### src/rtl/tomasulo_pkg.sv
// Shared definitions for the Tomasulo front end: opcode encodings, instruction
// field positions and the opcode-to-station classification.
package tomasulo_pkg;

    localparam int INSTR_W = 16;

    localparam int OP_MSB  = 15;
    localparam int OP_LSB  = 13;
    localparam int RD_MSB  = 12;
    localparam int RD_LSB  = 10;
    localparam int RS_MSB  = 9;
    localparam int RS_LSB  = 7;
    localparam int OFF_MSB = 6;
    localparam int OFF_LSB = 0;

    localparam logic [2:0] OP_ADD  = 3'b000;
    localparam logic [2:0] OP_SUB  = 3'b001;
    localparam logic [2:0] OP_ADDI = 3'b010;
    localparam logic [2:0] OP_LD   = 3'b011;
    localparam logic [2:0] OP_ST   = 3'b100;
    localparam logic [2:0] OP_RSV5 = 3'b101;
    localparam logic [2:0] OP_RSV6 = 3'b110;
    localparam logic [2:0] OP_NOP  = 3'b111;

    typedef enum logic [1:0] {
        TGT_AS,
        TGT_LS,
        TGT_DROP,
        TGT_ILLEGAL
    } target_e;

    typedef enum logic {
        ST_READY,
        ST_COOL
    } issue_state_e;

    function automatic target_e op_target(input logic [2:0] op);
        case (op)
            OP_ADD, OP_SUB, OP_ADDI: op_target = TGT_AS;
            OP_LD, OP_ST:            op_target = TGT_LS;
            OP_NOP:                  op_target = TGT_DROP;
            OP_RSV5, OP_RSV6:        op_target = TGT_ILLEGAL;
            default:                 op_target = TGT_ILLEGAL;
        endcase
    endfunction

endpackage

### src/rtl/instr_issue_unit_fifo.sv
// Synchronous instruction FIFO with occupancy count, synchronous clear and a
// combinational view of the head entry.
module instr_fifo #(
    parameter int DEPTH = 4,
    parameter int WIDTH = 16
) (
    input  logic                       CLK,
    input  logic                       CLR,
    input  logic                       push,
    input  logic                       pop,
    input  logic                       clear,
    input  logic [WIDTH-1:0]           din,
    output logic [WIDTH-1:0]           head,
    output logic [$clog2(DEPTH):0]     count,
    output logic                       full,
    output logic                       empty
);

    localparam int AW = $clog2(DEPTH);
    localparam int CW = AW + 1;

    logic [WIDTH-1:0] mem [DEPTH];
    logic [AW-1:0]    wr_ptr;
    logic [AW-1:0]    rd_ptr;
    logic             do_push;
    logic             do_pop;

    assign full    = (count == CW'(DEPTH));
    assign empty   = (count == '0);
    assign do_push = push & ~full & ~clear;
    assign do_pop  = pop & ~empty & ~clear;
    assign head    = mem[rd_ptr];

    // Power-of-two depth lets the pointers wrap by natural overflow.
    always_ff @(posedge CLK or negedge CLR) begin
        if (!CLR) begin
            wr_ptr <= '0;
            rd_ptr <= '0;
            count  <= '0;
        end else if (clear) begin
            wr_ptr <= '0;
            rd_ptr <= '0;
            count  <= '0;
        end else begin
            if (do_push) wr_ptr <= wr_ptr + AW'(1);
            if (do_pop)  rd_ptr <= rd_ptr + AW'(1);
            case ({do_push, do_pop})
                2'b10:   count <= count + CW'(1);
                2'b01:   count <= count - CW'(1);
                default: count <= count;
            endcase
        end
    end

    always_ff @(posedge CLK) begin
        if (do_push) mem[wr_ptr] <= din;
    end

endmodule

### src/rtl/instr_issue_unit.sv
// In-order issue stage: buffers fetched instructions and issues the head to the
// add/sub or load/store reservation station, stalling in program order.
module instr_issue_unit
    import tomasulo_pkg::*;
#(
    parameter int DEPTH = 4
) (
    input  logic                   CLK,
    input  logic                   CLR,
    input  logic                   in_valid,
    input  logic [15:0]            in_instr,
    output logic                   in_ready,
    input  logic                   flush,
    input  logic                   asrs_full,
    input  logic                   lsrs_full,
    output logic [2:0]             opcode,
    output logic [2:0]             rd,
    output logic [2:0]             rs,
    output logic [6:0]             offset,
    output logic                   issue_as,
    output logic                   issue_ls,
    output logic                   illegal,
    output logic [$clog2(DEPTH):0] count
);

    logic [INSTR_W-1:0] head_p0;
    logic               fifo_full;
    logic               fifo_empty;
    logic               push;
    logic               pop;
    target_e            tgt_p0;
    logic               deq_as;
    logic               deq_ls;
    logic               deq_ill;
    issue_state_e       as_state, as_next;
    issue_state_e       ls_state, ls_next;

    logic               issue_as_p1;
    logic               issue_ls_p1;
    logic               illegal_p1;
    logic [2:0]         opcode_p1;
    logic [2:0]         rd_p1;
    logic [2:0]         rs_p1;
    logic [6:0]         offset_p1;

    assign in_ready = ~fifo_full;
    assign push     = in_valid & ~fifo_full & ~flush;

    instr_fifo #(
        .DEPTH (DEPTH),
        .WIDTH (INSTR_W)
    ) u_fifo (
        .CLK   (CLK),
        .CLR   (CLR),
        .push  (push),
        .pop   (pop),
        .clear (flush),
        .din   (in_instr),
        .head  (head_p0),
        .count (count),
        .full  (fifo_full),
        .empty (fifo_empty)
    );

    // Stage p0: classify the head and decide whether it can leave this cycle.
    assign tgt_p0 = op_target(head_p0[OP_MSB:OP_LSB]);

    always_comb begin
        deq_as  = 1'b0;
        deq_ls  = 1'b0;
        deq_ill = 1'b0;
        pop     = 1'b0;
        if (!fifo_empty && !flush) begin
            case (tgt_p0)
                TGT_AS: begin
                    deq_as = ~asrs_full & (as_state == ST_READY);
                    pop    = deq_as;
                end
                TGT_LS: begin
                    deq_ls = ~lsrs_full & (ls_state == ST_READY);
                    pop    = deq_ls;
                end
                TGT_DROP: pop = 1'b1;
                default: begin
                    deq_ill = 1'b1;
                    pop     = 1'b1;
                end
            endcase
        end
    end

    // Cooldown gives each station one cycle to update its full flag after a capture.
    always_ff @(posedge CLK or negedge CLR) begin
        if (!CLR) begin
            as_state <= ST_READY;
            ls_state <= ST_READY;
        end else begin
            as_state <= as_next;
            ls_state <= ls_next;
        end
    end

    always_comb begin
        as_next = as_state;
        ls_next = ls_state;
        if (flush) begin
            as_next = ST_READY;
            ls_next = ST_READY;
        end else begin
            case (as_state)
                ST_READY: if (deq_as) as_next = ST_COOL;
                ST_COOL:  as_next = ST_READY;
                default:  as_next = ST_READY;
            endcase
            case (ls_state)
                ST_READY: if (deq_ls) ls_next = ST_COOL;
                ST_COOL:  ls_next = ST_READY;
                default:  ls_next = ST_READY;
            endcase
        end
    end

    // Stage p1: registered strobes and issued fields; fields hold between issues.
    always_ff @(posedge CLK or negedge CLR) begin
        if (!CLR) begin
            issue_as_p1 <= 1'b0;
            issue_ls_p1 <= 1'b0;
            illegal_p1  <= 1'b0;
            opcode_p1   <= '0;
            rd_p1       <= '0;
            rs_p1       <= '0;
            offset_p1   <= '0;
        end else begin
            issue_as_p1 <= deq_as;
            issue_ls_p1 <= deq_ls;
            illegal_p1  <= deq_ill;
            if (deq_as || deq_ls) begin
                opcode_p1 <= head_p0[OP_MSB:OP_LSB];
                rd_p1     <= head_p0[RD_MSB:RD_LSB];
                rs_p1     <= head_p0[RS_MSB:RS_LSB];
                offset_p1 <= head_p0[OFF_MSB:OFF_LSB];
            end
        end
    end

    assign issue_as = issue_as_p1;
    assign issue_ls = issue_ls_p1;
    assign illegal  = illegal_p1;
    assign opcode   = opcode_p1;
    assign rd       = rd_p1;
    assign rs       = rs_p1;
    assign offset   = offset_p1;

endmodule

### config.mk
export PLATFORM = sky130hd
export DESIGN_NAME = instr_issue_unit
export DESIGN_NICKNAME = d
export VERILOG_FILES = /design/src/rtl/tomasulo_pkg.sv /design/src/rtl/instr_issue_unit_fifo.sv /design/src/rtl/instr_issue_unit.sv
export SDC_FILE = /design/constraint.sdc
export NUM_CORES = 1
export LEC_CHECK = 0
export ABC_CLOCK_PERIOD_IN_PS = 3400
export CAP_MARGIN = 20
export CORE_UTILIZATION = 40
export CTS_CLUSTER_DIAMETER = 80
export DETAILED_ROUTE_END_ITERATION = 10
export SLEW_MARGIN = 10
export SYNTH_ARGS = -nofsm -noshare
export SYNTH_HDL_FRONTEND = slang
export SYNTH_SLANG_ARGS = --single-unit
### constraint.sdc
create_clock -name CLK -period 3.4 [get_ports CLK]
set_input_delay 0.68 -clock CLK [delete_from_list [all_inputs] [get_ports CLK]]
set_output_delay 0.68 -clock CLK [all_outputs]
set_load 0.01 [all_outputs]
; Yosys cells after proc, flatten, opt, wreduce, memory -nomap -nowiden
; Memories as Yosys holds them, arrays and structs flattened.
; Index checks and enable logic that the tools add are counted.
[totals]
output_inout_bits = 23
in_bits = 22
n_memories = 2
elab_cells = 70
rom_bits = 16
latchBits = 0
regBits = 28
ramBits = 64
[classes]
reduce_logical = 10
div = 0
n_mux = 22
n_mul = 0
n_shift = 0
n_eq_ne = 5
add_sub_neg = 4
n_lt_le_gt_ge = 0
bitwise = 15
[memory_table]
columns = name, words, width, rd, rd_ports_with_merged_regs, write_ports, line_no
row1 = u_fifo.mem, 4, 16, 1, 0, 1, instr_issue_unit_fifo.sv:22  ; logic [WIDTH-1:0] mem [DEPTH];
row2 = (no name shown), 8, 2, 1, 0, 0, tomasulo_pkg.sv:38  ; case (op)
[ops]
columns = cell, count
row1 = $mux W1, 13
row2 = $and A1 B1 Y1, 8
row3 = $mux W2, 4
row4 = $not A1 Y1, 7
row5 = $pmux W1 S2, 3
row6 = $pmux W3 S2, 1
row7 = $add A2 B1 Y2 const B, 2
row8 = $eq A2 B1 Y1 const B, 2
row9 = $eq A2 B2 Y1 const B, 2
row10 = $reduce_bool A2 Y1, 2
row11 = $add A3 B1 Y3 const B, 1
row12 = $eq A3 B3 Y1 const B, 1
row13 = $logic_not A3 Y1, 1
row14 = $mux W3, 1
row15 = $reduce_bool A3 Y1, 1
row16 = $reduce_or A3 Y1, 1
row17 = $sub A3 B1 Y3 const B, 1
row18 = $logic_not A1 Y1, 2
row19 = $logic_not A2 Y1, 1
row20 = $logic_and A1 B1 Y1, 1
row21 = $logic_or A1 B1 Y1, 1

; Logic depth before layout (Yosys ltp)
; Gate-level depths: netlist of run 1.
; An unclocked memory read counts as a cell.
[logic_depth]
ltp_word = 10
mapped_depth = 9
mapped_depth_nobuf = 8

; By module
; A second synthesis of run 1 with hierarchy kept.
[unflattened]
hier_cells = 233
hier_area_um2 = 3976.3
[by_module_without_submodules]
columns = module, n_inst, cells_per_inst, seq_area_each_um2, area_each_um2
row1 = instr_fifo, 1, 151, 2097.0, 2941.6
row2 = instr_issue_unit, 1, 82, 525.5, 1034.7

; Worst setup path before layout of run 1
; Ideal clock, no wire load.
[synth_path]
path_type = reg-to-reg
startpoint = reg u_fifo.rd_ptr[0]
endpoint = reg u_fifo.count[2]
slack_ps = 548
synth_period_minus_slack_ps = 2852
t_required_ps = 3272
stages_incl_launch_ff = 10
arrival_ps = 2725
setup_ps = 128
n_path_buf = 1
path_cell_list = dfrtp_1 buf_6 mux4_2 a211oi_1 nor4b_4 and2_1 fa_1 and3_1 mux2i_1 mux2_1
[synth_via]
elab_chain_cells = 10
elab_cells_between_ends = 13
cone_classes = eq/ne (3) / mux (4) / bitwise (2) / reduce/logical (2) / memory (2)
[synth_lines]
columns = item, line_no
row1 = from (decl), instr_issue_unit_fifo.sv:24  ; logic [AW-1:0] rd_ptr;
row2 = from (signal assigned), instr_issue_unit_fifo.sv:46  ; if (do_pop) rd_ptr <= rd_ptr + AW'(1);
row3 = $mem_v2 Z4 W16 (*), n/a
row4 = $mem_v2 Z8 W2 (*), n/a
row5 = $eq A2 B1 Y1 or $logic_not A2 Y1 (tied branches), instr_issue_unit.sv:74  ; case (tgt_p0)
row6 = $pmux W1 S2 (*), instr_issue_unit.sv:74
row7 = $mux W1 (*), instr_issue_unit.sv:73  ; if (!fifo_empty && !flush) begin
row8 = $and A1 B1 Y1 (*) (2 in series), instr_issue_unit_fifo.sv:31  ; assign do_pop = pop & ~empty & ~clear;
row9 = $eq A2 B1 Y1 or $eq A2 B2 Y1 (tied branches), instr_issue_unit_fifo.sv:47  ; case ({do_push, do_pop})
row10 = $pmux W3 S2, instr_issue_unit_fifo.sv:47
row11 = $mux W3, instr_issue_unit_fifo.sv:40  ; end else if (clear) begin
row12 = to (signal assigned), instr_issue_unit_fifo.sv:48  ; 2'b10: count <= count + CW'(1);
row13 = to (signal assigned), instr_issue_unit_fifo.sv:49  ; 2'b01: count <= count - CW'(1);
row14 = to (signal assigned), instr_issue_unit_fifo.sv:50  ; default: count <= count;
row15 = to (decl), instr_issue_unit_fifo.sv:14  ; output logic [$clog2(DEPTH):0] count,
; Mark *: on every way between the ends. The rest lies on a longest branch, timed or not.
; A chain may end at the register's enable or synchronous reset.

; Final worst setup path of run 1
; Same ends and word-level chain as after synthesis.

==> summary.md, run 1 <==
| Metric | Value |
|---|---|
| Max FO, Critical Path | 8 |
| Cts hold-fix bufs | 0 |
| Startpoint Class | register |
| Overall power | 0.00324 W |
| FF-to-FF End | u_fifo.count[2] |
| Post-Syn Nets | 215 |
| Slew Limit Fails | 0 |
| Via Count | 1830 |
| Final Cell Area | 4530 um2 |
| FF/Latch Area | 2620 um2 |
| FF+latch count, synth | 92 |
| Worst hold endpoint | rd[2] |
| Post_cts resized | 0 |
| Synth Instances | 188 |
| Multi-input gate area | 1030 um2 |
| First-pass detailed-route iteration total | 9 |
| Root Buffer | clkbuf_8 |
| Syn Area/Cell | 19.7 um2 |
| Failing checks | DRC |
| Max-Cap Viols | 0 |
| Post-CTS Setup Bufs | 0 |
| CTS tree | built |
| PD cells | 714 nW/um2 |
| Relative slew slack | 59.4% |
| Crit path kind | reg -> reg |
| Die area | 9630 um2 |
| P&R area growth vs syn | 22.6% |
| RSZ-0062 raised after global routing | false |
| Vias in the first global route | 1907 |
| Final-layout fill cell count | 735 |
| Row cnt | 34 |
| PortBufs | 44 |
| Wire length per cell | 17.5 um |
| Clk_lat worst skew | 350 ps |
| Remaining Overflow, GRT | 0 |
| NumNets Final | 274 |
| Max Clock Skew | 12.9 ps |
| Pin count of the biggest net entering global routing | 29 |
| Post-synthesis cell area | 3700 um2 |
| Sequential share of the synthesized area | 70.9% |
| # DRC | 4 |
| CTS max path bufs | 2 |
| Status | finished, violations left |
| Post-route ant nets | 0 |
| Dpl hpwl | 4070 um |
| Initial Utilization | 41.8% |
| Initial antenna violation count | 0 |
| Tmin final | 2990 ps |
| Yosys Warn Count | 0 |
| Final hold vios | 0 |
| Final WL | 6310 um |
| R2R Path Start | u_fifo.rd_ptr[0] |
| Number of antenna diodes | 0 |
| # IOs | 45 |
| First-pass GRT wire length | 10200 um |
| GPL Wtd Cong | 0.721 |
| LEAKAGE | 1.66 nW |
| Hold Startpoint | rd[2] |
| CTS clk-pin slew, worst paths | 90 ps |
| Reg2reg path depth | 8 |
| Worst min path class | reg -> reg |
| Worst Setup SP | u_fifo.rd_ptr[0] |
| Placement Cell Area | 4310 um2 |
| Max IR drop VDD | 0.222 mV |
| CORE AREA | 8850 um2 |
| Data required time at the worst endpoint | 3640 ps |
| Clk sinks | 92 |
| Slew @ Worst Pin | 610 ps |
| CTS buffer count | 9 |
| Total GRT Usage | 14.6% |
| Synth cell types | 37 |
| Die width | 98.1 um |
| Share of layout cells above drive strength 1 | 26.2% |
| Setup crit end kind | register |
| Die Height | 98.1 um |
| R2R Setup Slk | 410 ps |
| Hold Path Depth | 1 |
| Fin crit share | 87.9% |
| Core Util, Final | 51.2% |
| Total negative slack | 0 ps |
| Max Clk Rate | 335 MHz |
| H-Tree Depth | 3 |
| Setup violators final | 0 |
| Drt initial violations | 107 |
| Worst hold slack | 510 ps |
| CP arrival | 3230 ps |
| Post-DR vias/cell | 5.08 |
logic make-up (layout without fill, tap and decap cells):
kind of cell    after synthesis  count (layout)  synth area share, %
buf+inv                       8              72                 1.25
xor+xnor                      3               3                0.914
simple gates                 34              34                 5.82
fa+ha+maj                     5               5                 1.90
compound gates                8               8                 1.83
mux                          38              38                 17.4
flops                        92              92                 70.9
synthesized netlist by cell type:
| cell type | n | area share, % |
|---|---|---|
| a2111oi_0 | 2 | 0.47 |
| a2111oi_2 | 1 | 0.41 |
| a211oi_1 | 1 | 0.20 |
| a21oi_1 | 2 | 0.27 |
| a21oi_2 | 1 | 0.24 |
| and2_1 | 7 | 1.2 |
| and3_1 | 2 | 0.34 |
| and4b_4 | 1 | 0.37 |
| and4bb_2 | 1 | 0.34 |
| buf_1 | 1 | 0.10 |
| buf_6 | 2 | 0.61 |
| clkbuf_1 | 2 | 0.20 |
| clkbuf_2 | 1 | 0.14 |
| dfrtp_1 | 28 | 19 |
| edfxtp_1 | 64 | 52 |
| fa_1 | 1 | 0.54 |
| ha_1 | 4 | 1.4 |
| inv_1 | 2 | 0.20 |
| mux2_1 | 2 | 0.61 |
| mux2_2 | 7 | 2.1 |
| mux2_4 | 10 | 4.1 |
| mux2i_1 | 3 | 0.81 |
| mux4_2 | 16 | 9.7 |
| nand2_1 | 4 | 0.41 |
| nand2b_1 | 3 | 0.51 |
| nand3_1 | 1 | 0.14 |
| nand3b_1 | 1 | 0.20 |
| nor2_1 | 8 | 0.81 |
| nor2b_1 | 2 | 0.34 |
| nor3_1 | 1 | 0.14 |
| nor4b_4 | 1 | 0.64 |
| o21ai_2 | 1 | 0.24 |
| or2_2 | 1 | 0.17 |
| or3b_1 | 1 | 0.24 |
| xnor2_1 | 1 | 0.24 |
| xor2_1 | 1 | 0.24 |
| xor2_2 | 1 | 0.44 |
flip-flops by register name, summed over array words and instances (netlist names), 2 cells and up:
register       count
u_fifo.mem        64
u_fifo.rd_ptr      2
rd                 3
rs                 3
offset             7
opcode             3
u_fifo.count       3
u_fifo.wr_ptr      2
metal layers:
| layer | GRT usage [%] | routed length [um] | up-vias |
|---|---|---|---|
| li1 | - | - | 851 |
| met1 | 19.2 | 2830 | 929 |
| met2 | 23.1 | 3130 | 39 |
| met3 | 3.87 | 257 | 11 |
| met4 | 5.86 | 92 | 0 |
| met5 | 0 | 0 | - |
cells in the final DEF, fill, tap and decap left out, types with 2 or more instances in the layout:
cell type / n
buf_4: 10
ha_1: 4
mux4_2: 16
nand2b_1: 3
clkdlybuf4s50_1: 44
inv_1: 2
and3_1: 2
nor2_1: 8
edfxtp_1: 64
and2_1: 7
bufinv_16: 2
mux2i_1: 3
clkbuf_8: 9
clkinvlp_4: 2
dfrtp_1: 28
nand2_1: 4
mux2_1: 2
mux2_2: 7
mux2_4: 10
a21oi_1: 2
nor2b_1: 2
a2111oi_0: 2
critical path, stage by stage (launching register included):
cell and delay, ps:
dfrtp_1 510, mux4_2 650, a211oi_1 410, nor4b_4 90, and2_1 180, fa_1 370, and3_1 180, mux2i_1 150
mux2_1 330
worst max-delay path by stage:
stage / slack [ps] / depth (start not counted) / endpoint
4_1_cts: 400 / 8 / u_fifo.count[2]
2_1_floorplan: 550 / 9 / u_fifo.count[2]
3_3_place_gp: 400 / 9 / u_fifo.count[2]
5_1_grt: 210 / 8 / u_fifo.count[2]
6_report: 410 / 8 / u_fifo.count[2]
3_5_place_dp: 360 / 9 / u_fifo.count[2]
where the power goes:
| group | internal, W | total (W) | switching (W) |
|---|---|---|---|
| Clock | 0.000422 | 0.000811 | 0.000389 |
| Combinational | 0.000564 | 0.000937 | 0.000373 |
| Sequential | 0.00138 | 0.00149 | 0.000112 |
cell type report:
class,instances,area share (%)
repair buffers,54,11.4
inverters,2,0.166
clock inverters,6,2.10
flip-flops and latches,92,57.9
multi-input cells,88,22.7
clock buffers,10,2.82
well taps,108,2.98
per-stage QoR:
| step | setup slack, ps | std cells |
|---|---|---|
| finish | 412 | 360 |
| global placement | 398 | 344 |
| floorplan | 548 | 188 |
| detailed placement | 357 | 344 |
| global route | 206 | 360 |
| CTS | 400 | 360 |
No activity file was read; power rests on OpenSTA's default activity.
==> run 2, diff against run 1 <==
--- a/config.mk
+++ b/config.mk
@@ -10,6 +10,8 @@
 export CORE_UTILIZATION = 40
 export CTS_CLUSTER_DIAMETER = 80
 export DETAILED_ROUTE_END_ITERATION = 10
+export GPL_TIMING_DRIVEN = 0
+export PLACE_DENSITY = 0.73
 export SLEW_MARGIN = 10
 export SYNTH_ARGS = -nofsm -noshare
 export SYNTH_HDL_FRONTEND = slang
==> run 2 against run 1 <==
- the run now ends clean
- clock power shrank 12%
- setup slack got worse by 44 ps
- cell count decreased by 1.1%
- power down 3.2%
- sequential cell count unchanged
- die area stayed put
- sequential share of layout area up 0.94 points
- clock skew down 4.0 ps
- via count barely moved
- count of clock-buffer cells in the layout rose by 1
- cell area decreased by 1.6%
- non-clock buffer count is 4 lower
- critical path type unchanged
==> summary.md, run 2 (synthesis results as in run 1) <==
| Metric | Value |
|---|---|
| Status | completed |
| R2R Setup Slk | 370 ps |
| Cts hold-fix bufs | 0 |
| Vias in the first global route | 1815 |
| Root Buffer | clkbuf_8 |
| Setup violators final | 0 |
| Dpl hpwl | 3820 um |
| GPL Wtd Cong | 0.706 |
| Wire length per cell | 17.0 um |
| RSZ-0062 raised after global routing | false |
| CORE AREA | 8850 um2 |
| # IOs | 45 |
| Final WL | 6040 um |
| CTS clk-pin slew, worst paths | 90 ps |
| R2R Path Start | u_fifo.rd_ptr[0] |
| CTS tree | built |
| Pin count of the biggest net entering global routing | 29 |
| Via Count | 1829 |
| Post-DR vias/cell | 5.14 |
| Grt met2 use | 21.8% |
| # DRC | 0 |
| Placed Instances | 340 |
| Data required time at the worst endpoint | 3640 ps |
| Max-Cap Viols | 0 |
| PortBufs | 44 |
| Max FO, Critical Path | 9 |
| Remaining Overflow, GRT | 0 |
| Max Clk Rate | 330 MHz |
| Slew @ Worst Pin | 900 ps |
| Final-layout fill cell count | 739 |
| Met3 GRT Util | 4.15% |
| Die Height | 98.1 um |
| Commonest non-fill, non-tap cell in the layout | edfxtp_1 |
| Reg2reg path depth | 9 |
| First-pass detailed-route iteration total | 7 |
| Row cnt | 34 |
| Setup crit end kind | register |
| M1 GR Usage | 17.9% |
| NumNets Final | 270 |
| Slew Limit Fails | 0 |
| Clk_lat worst skew | 360 ps |
| CP arrival | 3280 ps |
| Relative slew slack | 40.0% |
| Post-CTS Setup Bufs | 0 |
| CTS buffer count | 9 |
| Final setup margin | 367 ps |
| CTS max path bufs | 2 |
| Most frequent cells in the layout | 64 x edfxtp_1, 43 x clkdlybuf4s50_1, 28 x dfrtp_1 |
| Gr busiest metal | met2 |
| Fin crit share | 89.2% |
| Total GRT Usage | 13.8% |
| Share of layout cells above drive strength 1 | 23.8% |
| Worst min path class | in -> async |
| Final hold vios | 0 |
| Max reg flops | 64 |
| Final std cells w/o fill | 356 |
| Number of antenna diodes | 0 |
| LEAKAGE | 1.61 nW |
| Die width | 98.1 um |
| H-Tree Depth | 3 |
| Top reg by flops | u_fifo.mem |
| Crit path kind | reg -> reg |
| Max Clock Skew | 8.84 ps |
| Clk sinks | 92 |
| Initial antenna violation count | 0 |
| FF-to-FF End | u_fifo.count[2] |
| Final Cell Area | 4460 um2 |
| Max IR drop VDD | 0.386 mV |
| Post_cts resized | 0 |
| Startpoint Class | register |
| Initial Utilization | 41.8% |
| FF/Latch Area | 2620 um2 |
| Multi-input gate area | 1030 um2 |
| Drt initial violations | 64 |
| First-pass GRT wire length | 9630 um |
| Placement Cell Area | 4270 um2 |
| Post-route ant nets | 0 |
| Worst hold slack | 356 ps |
| Total negative slack | 0 ps |
| Tmin final | 3030 ps |
| Setup WS pre-CTS | 229 ps |
| PD cells | 703 nW/um2 |
| P&R area growth vs syn | 20.6% |
| Die area | 9630 um2 |
[run 2: worst max-delay path by stage]
stage,end,slack (ps),cells after the start,start
floorplan,u_fifo.count[2],550,9,u_fifo.rd_ptr[0]
detailed placement,u_fifo.count[2],230,9,lsrs_full
CTS,u_fifo.count[2],340,9,u_fifo.rd_ptr[0]
global route,u_fifo.count[2],220,9,u_fifo.rd_ptr[0]
global placement,u_fifo.count[2],280,9,lsrs_full
finish,u_fifo.count[2],370,9,u_fifo.rd_ptr[0]
[run 2: report_power, final]
| group | total [W] | switching, W | internal (W) |
|---|---|---|---|
| Clock | 0.000716 | 0.000373 | 0.000343 |
| Sequential | 0.00147 | 0.0000951 | 0.00138 |
| Combinational | 0.000946 | 0.000387 | 0.000558 |
| Total | 0.00313 | 0.000855 | 0.00228 |
[run 2: cell type report]
class | instances | area share [%]
sequential | 92 | 58.8
multi-input combinational | 88 | 23.1
timing repair buffer | 44 | 9.76
tap | 108 | 3.03
clock buffer | 11 | 2.95
clock inverter | 5 | 1.35
buffer | 6 | 0.870
inverter | 2 | 0.168
[run 2: per-layer routing]
| layer | up-vias | wire (um) |
|---|---|---|
| met5 | - | 0 |
| met4 | 0 | 106 |
| met3 | 10 | 218 |
| met2 | 38 | 2920 |
| met1 | 936 | 2800 |
| li1 | 845 | - |
[run 2: worst max-delay path, cell delays in order, from the launching register on]
cell      delay, ps
dfrtp_1         340
buf_6           170
mux4_2          620
a211oi_1        430
nor4b_4         140
and2_1          200
fa_1            380
and3_1          180
mux2i_1         130
mux2_1          340
[run 2: per-stage QoR]
step	total power (W)	utilization, %
after global placement	0.00243	48.3
after CTS	0.00317	50.4
after floorplan	0.00206	-
after global routing	0.00329	50.4
after detailed placement	0.00246	48.2
final	0.00313	50.4
==> edit (config.mk and constraints of run 2) <==
Register the output `count`, cleared by the reset; this adds one clock of latency there. The other outputs are not delayed to match.
--- a/src/rtl/instr_issue_unit.sv
+++ b/src/rtl/instr_issue_unit.sv
@@ -23,4 +23,6 @@
     output logic [$clog2(DEPTH):0] count
 );
+
+    logic [$clog2(DEPTH):0] count_d;
 
     logic [INSTR_W-1:0] head_p0;
@@ -58,5 +60,5 @@
         .din   (in_instr),
         .head  (head_p0),
-        .count (count),
+        .count (count_d),
         .full  (fifo_full),
         .empty (fifo_empty)
@@ -152,4 +154,12 @@
     assign offset   = offset_p1;
 
+    always_ff @(posedge CLK or negedge CLR) begin
+        if (!CLR) begin
+            count <= '0;
+        end else begin
+            count <= count_d;
+        end
+    end
+
 endmodule
 
Function: changed (Yosys sat finds a counterexample within 4 cycles, from zero or initial values).
==> edit against run 2 <==
  * Synthesized cell count up 1.6%
  * First-iteration DRC count shrank 7.8%
  * Sequential share of layout area increased by 0.40 points
  * Final area increased by 2.2%
  * Via count is 1.4% higher
  * Sequential power increased by 4%
  * Total power increased by 3.5%
  * Sequential cell count is 3 higher
  * Area after synthesis rose by 2.0%
  * Wire length increased by 2.6%
  * Worst setup slack worse by 0.12 ns
  * Count of clock-buffer cells in the layout down 1
==> edit: results (changes against run 2) <==
{| class="wikitable"
! Metric !! Value
|-
| Outcome || finished, final reports clean
|-
| Number of nets produced by synthesis || 218 (+1.4%)
|-
| Total GRT Usage || 14.3% (+0.52 points)
|-
| Post-route clock skew || 0.0124 ns (+0.00358 ns)
|-
| Arrival time of the worst setup path || 3.40 ns (+0.12 ns)
|-
| Final GP Congestion || 0.715 (+1.4%)
|-
| Post-DR vias/cell || 5.12 (-0.26%)
|-
| Via count of the first global-routing pass || 1993 (+9.8%)
|-
| Post-synthesis cell type count || 36 (-2.7%)
|-
| Wire length of the first global-routing pass || 10.0 mm (+4.3%)
|-
| Aggregate routed wire length || 6.20 mm (+2.6%)
|-
| Register with the most flip-flops || u_fifo.mem
|-
| Fraction of registers with async set or reset after synthesis || 32.6% (+2.2 points)
|-
| Mux cell area share after synthesis || 17.0% (-0.34 points)
|-
| Worst setup slack for register-to-register paths || 0.25 ns (-0.12 ns)
|-
| Leading post-synthesis cells by instance count || 64 x sky130_fd_sc_hd__edfxtp_1, 31 x sky130_fd_sc_hd__dfrtp_1, 16 x sky130_fd_sc_hd__mux4_2
|-
| Fraction of the mapped netlist area in compound gates || 1.79% (-0.036 points)
|-
| Post-synth top flop || sky130_fd_sc_hd__edfxtp_1
|-
| Max FO, Critical Path || 9 (unchanged)
|-
| Final nets || 273 (+1.1%)
|-
| Destination of the worst register-to-register timing path || u_fifo.count[2]
|-
| Maximum number of pins on one net before global-route repair || 32 (+10%)
|-
| Number of flip-flops in the largest register || 64 (unchanged)
|-
| Worst Setup SP || u_fifo.rd_ptr[1]
|-
| Longest individual stage delay on the worst path || 0.49 ns (-0.13 ns)
|-
| Peak VDD IR || 0.310 mV (-20%)
|-
| Count of routing violations after the opening detailed-route iteration || 59 (-7.8%)
|-
| Clock buffer count from CTS || 9 (unchanged)
|-
| Adder-Cell Fraction of Synth Area || 1.86% (-0.037 points)
|-
| Relative slew slack || 39.4% (-0.62 points)
|-
| Static power due to leakage || 0.00167 µW (+3.2%)
|-
| Total half-perimeter wirelength after legalization and detailed placement || 4.05 mm (+5.9%)
|-
| Cells taking the most area after synthesis || sky130_fd_sc_hd__edfxtp_1 51%, sky130_fd_sc_hd__dfrtp_1 21%, sky130_fd_sc_hd__mux4_2 9.6%, sky130_fd_sc_hd__mux2_4 4.0%, sky130_fd_sc_hd__mux2_2 2.1%
|-
| Seq/Total Area, Yosys || 71.5% (+0.60 points)
|-
| Parity-gate share of the synthesized area counting xor and xnor cells || 0.896% (-0.018 points)
|-
| Post_cts resized || 0 (unchanged)
|-
| Ratio of cells with drive above 1 in the final layout || 23.9% (+0.11 points)
|-
| Number of detailed-routing iterations run before antenna repair || 4 (-3)
|}
## edit: worst min-delay path by stage
stage | from | to | slack (ns)
global route | CLR | offset[4] | 0.42
detailed placement | u_fifo.count[2] | count[2] | 0.45
global placement | u_fifo.count[2] | count[2] | 0.44
floorplan | CLR | as_state | 0.38
CTS | CLR | offset[4] | 0.38
finish | CLR | offset[4] | 0.36
## edit: logic make-up (layout without fill, tap and decap cells)
group,Yosys count,in the layout
buffers and inverters,8,68
adder cells (fa/ha/maj),5,5
AO/OA/AOI/OAI,8,8
multiplexers,38,38
AND/OR/NAND/NOR,34,34
flip-flops,95,95
XOR/XNOR,3,3
## edit: per-layer routing
metal	GRT usage [%]	routed length, µm
met4	5.32	109
met1	17.9	2650
met2	23.1	3160
met3	5.13	280
met5	0	0
## edit: layout make-up
type | instances | area (µm²)
multi-input combinational | 88 | 1030
sequential | 95 | 2700
clock inverter | 6 | 72.6
tap | 111 | 139
buffer | 6 | 37.5
inverter | 2 | 7.51
clock buffer | 10 | 138
fill | 814 | 4640
timing repair buffer | 44 | 435
## edit: through the flow
stage | power [µW] | std cells | setup slack (ns) | hold slack [ns] | area [µm²]
global placement | 2490 | 346 | 0.279 | 0.436 | 4350
detailed placement | 2520 | 346 | 0.211 | 0.451 | 4350
floorplan | 2120 | 191 | 0.548 | 0.384 | 3770
CTS | 3290 | 362 | 0.168 | 0.380 | 4560
finish | 3240 | 362 | 0.250 | 0.364 | 4560
global route | 3410 | 362 | 0.00998 | 0.423 | 4560
## edit: power breakdown
group / switching, µW / internal [µW] / leakage [µW]
logic: 385 / 562 / 0.000581
registers: 101 / 1430 / 0.000977
clock network: 400 / 370 / 0.000109
